### src/rtl/seller1_vending_fsm.sv
// seller1_vending_fsm: single-drink vending controller, price 1.5 yuan.
// Credit and change are counted in half-yuan units (price = 3 units).
//
// Ports:
//   clk   - system clock, rising edge
//   rst   - synchronous active-high reset
//   d1    - 0.5-yuan coin pulse (1 unit)
//   d2    - 1-yuan coin pulse   (2 units)
//   d3    - 2-yuan coin pulse   (4 units)
//   out1  - registered one-cycle dispense pulse
//   out2  - registered change in half-yuan units, nonzero only with out1
//   err   - registered illegal-input flag (only with SELLER1_ERR_EN)
//
// Build option: define SELLER1_ERR_EN to add the err output.

module seller1_vending_fsm (
    input  logic       clk,
    input  logic       rst,
    input  logic       d1,
    input  logic       d2,
    input  logic       d3,
    output logic       out1,
    output logic [1:0] out2
`ifdef SELLER1_ERR_EN
    ,
    output logic       err
`endif
);

    // State encoding equals the held credit in half-yuan units.
    typedef enum logic [1:0] {
        IDLE = 2'd0,
        HALF = 2'd1,
        ONE  = 2'd2
    } state_t;

    state_t     state;
    logic [2:0] coin_val;
    logic       coin_ok;
    logic       coin_bad;
    logic [2:0] total;
    logic       pay;

    // One-hot check on the coin lines.
    always_comb begin
        coin_val = 3'd0;
        coin_ok  = 1'b0;
        coin_bad = 1'b0;
        case ({d3, d2, d1})
            3'b000: begin
                coin_val = 3'd0;
            end
            3'b001: begin
                coin_val = 3'd1;
                coin_ok  = 1'b1;
            end
            3'b010: begin
                coin_val = 3'd2;
                coin_ok  = 1'b1;
            end
            3'b100: begin
                coin_val = 3'd4;
                coin_ok  = 1'b1;
            end
            default: begin
                coin_bad = 1'b1;
            end
        endcase
    end

    // Credit 0..2 plus coin 1..4 stays within 3 bits (max 6).
    always_comb begin
        total = {1'b0, state} + coin_val;
        pay   = (total >= 3'd3);
    end

    always_ff @(posedge clk) begin
        if (rst) begin
            state <= IDLE;
            out1  <= 1'b0;
            out2  <= 2'd0;
        end else begin
            out1 <= 1'b0;
            out2 <= 2'd0;
            if (coin_ok) begin
                if (pay) begin
                    out1  <= 1'b1;
                    // total is 3..6 here; total-3 == total[1:0]+1 mod 4.
                    out2  <= total[1:0] + 2'd1;
                    state <= IDLE;
                end else begin
                    unique case (total[1:0])
                        2'd1:    state <= HALF;
                        2'd2:    state <= ONE;
                        default: state <= IDLE;
                    endcase
                end
            end else if (state == state_t'(2'd3)) begin
                // Unreachable encoding: recover to a clean state.
                state <= IDLE;
            end
        end
    end

`ifdef SELLER1_ERR_EN
    always_ff @(posedge clk) begin
        if (rst) begin
            err <= 1'b0;
        end else begin
            err <= coin_bad;
        end
    end
`else
    // Illegal inputs are dropped silently in this build.
    logic unused_bad;
    assign unused_bad = coin_bad;
`endif

endmodule

### config.mk
export PLATFORM = sky130hd
export DESIGN_NAME = seller1_vending_fsm
export DESIGN_NICKNAME = d
export VERILOG_FILES = /design/src/rtl/seller1_vending_fsm.sv
export SDC_FILE = /design/constraint.sdc
export NUM_CORES = 1
export LEC_CHECK = 0
export BUFFER_PORTS_ARGS = -buffer_cell sky130_fd_sc_hd__buf_2
export CAP_MARGIN = 5
export CORE_AREA = 2 2 39 41
export CTS_CLUSTER_DIAMETER = 60
export DETAILED_ROUTE_END_ITERATION = 8
export DIE_AREA = 0 0 41 43
export PLACE_DENSITY_LB_ADDON = 0.08
export REMOVE_ABC_BUFFERS = 1
export SYNTH_ARGS = -nofsm -noshare
export SYNTH_HDL_FRONTEND = slang
export SYNTH_SLANG_ARGS = --single-unit
### constraint.sdc
create_clock -name clk -period 1.8 [get_ports clk]
set_clock_uncertainty 0.2 [all_clocks]
set_input_delay 0.09 -clock clk [delete_from_list [all_inputs] [get_ports clk]]
set_output_delay 0.09 -clock clk [all_outputs]
set_load 0.005 [all_outputs]
==> results.tsv <==
metric	value	unit
p_switching	106	uW
p_sw_frac	0.300	
cts.sink_count	5	
postRouteAntennaNets	0	
final.hold.worst_slack	0.203	ns
cts_buffer_count	3	
netlist_instances	39	
die_w	41	um
grt.busiest_layer	met2	
yosys.area.top_type_share	0.256	
leakage	0.000240	uW
setup_viol_count_final	5	
grt_resource_usage_total	0.143	
dr.pass1.iters	4	
clk_network_pwr_share	0.373	
cts_htree_levels	1	
post-route-cell-area	633	um^2
timing.max_cap.violations	0	
synth-xor-area-share	0.0863	
clockBufferDepth	2	
synth_async_sr_flop_share	0	
final.setup.worst_slack	-0.185	ns
mappedNetlistArea	392	um^2
clk_latency	0.25	ns
critical_path_class	register to register	
synth_top_family_by_area	compound AO/OA/AOI/OAI gates	
place_area	514	um^2
max_slew.worst_pin.slew	0.414	ns
maxSlewHeadroom	0.723	
yosys-top-cells-count	sky130_fd_sc_hd__inv_1 (7), sky130_fd_sc_hd__dfxtp_1 (5), sky130_fd_sc_hd__ha_1 (4)	
floorplan.initialDensity	0.283	
power.combinational.fraction	0.295	
synth_compound_area_frac	0.297	
insertedDiodeCount	0	
final-seq-area	101	um^2
met1_usage	0.176	
timing.critical_path.arrival	1.95	ns
syn-mean-instance-area	10.0	um^2
use_met2	0.219	
powerDensity	559	nW/um^2
drt-total-wl	896	um
area_of_the_die	1760	um^2
cts_tree	yes	
remaining_drc_errors	0	
synth_mux_area_frac	0	
final_core_utilization	0.458	
final_max_slew_viol_count	0	
final_weighted_congestion_in_routability_driven_placement	0.721	
worst_path_max_fanout	2	
fin_crit_sh	1.10	
floorplan.rows	14	
fmax	504	MHz
cell_internal_pwr	248	uW
fill_cells	135	
drt-initial-drc-count	6	
hold_class	input port to register	
clock_tree.root_cell	sky130_fd_sc_hd__clkbuf_4	
first_global_vias	390	
sequentialPowerShare	0.332	
ys_ff_latch	5	
synthSimpleGateAreaFrac	0.115	
place_hpwl	654	um
synth_largest_area_cell	sky130_fd_sc_hd__dfxtp_1	
critical_path.startpoint_type	register	
setup-tns-final	-0.744	ns
grt_util_met3	0.0471	
multi_input_area	343	um^2
final-hold-violation-count	0	
synth_seq_area_share	0.256	
synth.yosys.warnings	0	
detail_route.wl_per_cell	11.8	um
ys.flop_type	sky130_fd_sc_hd__dfxtp_1	
io_buffers	7	
grt_pass1_wl	1680	um
synth.top_cells.by_area	sky130_fd_sc_hd__dfxtp_1 (26%), sky130_fd_sc_hd__ha_1 (13%), sky130_fd_sc_hd__inv_1 (6.7%)	
design_power_total	354	uW
core-area	1380	um^2
dr_total_vias	370	
failed_checks	negative setup slack	
io-pin-count	8	
status	finished, violations left	
area_growth	61.7	%
synth_edf_count	0	
clk_transition_reported_paths	0.05	ns
power.ir.vdd_worst	0.227	mV
data_required_time_at_the_worst_endpoint	1.76	ns
synth.lib_cells_used.distinct	22	
pin_count_of_the_biggest_net_entering_global_routing	9	
layout.nets	71	
fin_crit	1.99	ns
antenna_violations_before_repair	0	
drive_above_1_share	0.633	
post-synth-top-count-cell	sky130_fd_sc_hd__inv_1	
setup_repair_after_global_routing_missed_its_margin	true	
viasPerCell	4.87	
timing.critical_path.to_type	register	
share_of_synthesized_cell_area_in_full_adder_half_adder_and_majority_cells	0.179	
die_height	43	um
grt_overflow_total	0	
[metal layers]
layer	share of wire	wire (um)
met2	0.50	450
met5	0	0
met3	0.056	50
met1	0.43	383
met4	0.012	11
[stage by stage]
step                      worst slack, ns  std cells
after global placement             -0.312         71
final                              -0.185         76
after global routing               -0.266         76
after detailed placement           -0.360         71
after CTS                          -0.210         76
after floorplan                    -0.161         39
[flip-flops by register name, indices dropped and copies added (netlist names)]
signal and flops:
out1 1, out2 2, state 2
[worst max-delay path, cell delays in order (launching register included)]
cell and delay, ns:
sky130_fd_sc_hd__dfxtp_2 0.35, sky130_fd_sc_hd__ha_4 0.13, sky130_fd_sc_hd__inv_2 0.03, sky130_fd_sc_hd__fa_1 0.52, sky130_fd_sc_hd__inv_2 0.07, sky130_fd_sc_hd__ha_4 0.16
sky130_fd_sc_hd__a21o_1 0.18, sky130_fd_sc_hd__o32ai_2 0.25
[final cells by class]
class	instances	area share
clock buffers	4	0.0415
well taps	16	0.0316
flip-flops and latches	5	0.160
repair buffers	17	0.184
multi-input cells	27	0.542
inverters	7	0.0415
[power by group through the flow]
| stage | clock (uW) | sequential (uW) | combinational, uW |
|---|---|---|---|
| 2_1_floorplan | 0 | 119 | 40.1 |
| 3_3_place_gp | 0 | 119 | 77.9 |
| 3_5_place_dp | 0 | 119 | 78.9 |
| 4_1_cts | 135 | 117 | 91.8 |
| 5_1_grt | 147 | 118 | 116 |
| 6_report | 132 | 117 | 104 |
[cell usage in the layout (no fill, tap or decap), types with 2 or more instances in the layout]
| master | instances |
|---|---|
| sky130_fd_sc_hd__buf_2 | 7 |
| sky130_fd_sc_hd__buf_4 | 8 |
| sky130_fd_sc_hd__clkbuf_4 | 3 |
| sky130_fd_sc_hd__dfxtp_1 | 4 |
| sky130_fd_sc_hd__ha_4 | 3 |
| sky130_fd_sc_hd__inv_1 | 5 |
| sky130_fd_sc_hd__inv_2 | 2 |
| sky130_fd_sc_hd__nor3b_2 | 2 |
| sky130_fd_sc_hd__o32a_2 | 2 |
| sky130_fd_sc_hd__or3b_2 | 2 |
[path summary, 6_finish.rpt]
path,slack (ns),endpoint,depth (start not counted),startpoint
max reg2reg,-0.19,state[1]$_SDFFE_PP0P_,7,state[0]$_SDFFE_PP0P_
min reg2reg,0.49,state[0]$_SDFFE_PP0P_,3,state[1]$_SDFFE_PP0P_
max,-0.19,state[1]$_SDFFE_PP0P_,7,state[0]$_SDFFE_PP0P_
min,0.20,state[1]$_SDFFE_PP0P_,5,d3
[cells by family (layout without fill, tap and decap cells)]
group,after synthesis,in the layout
and+or+nand+nor,6,6
xor gates and xnor gates,3,3
AOI/OAI and AO/OA,13,13
adders and majority gates,5,5
buffers and inverters,7,28
DFF,5,5
[what timing repair did]
item,in CTS,in global routing
endpoints found under the setup margin,5,5
cloned,0,0
pin swaps,4,3
hold endpoints to repair,5,0
setup buffers,0,0
resized for setup,9,7
hold buffers,1,0
No activity file was read; power rests on OpenSTA's default activity.
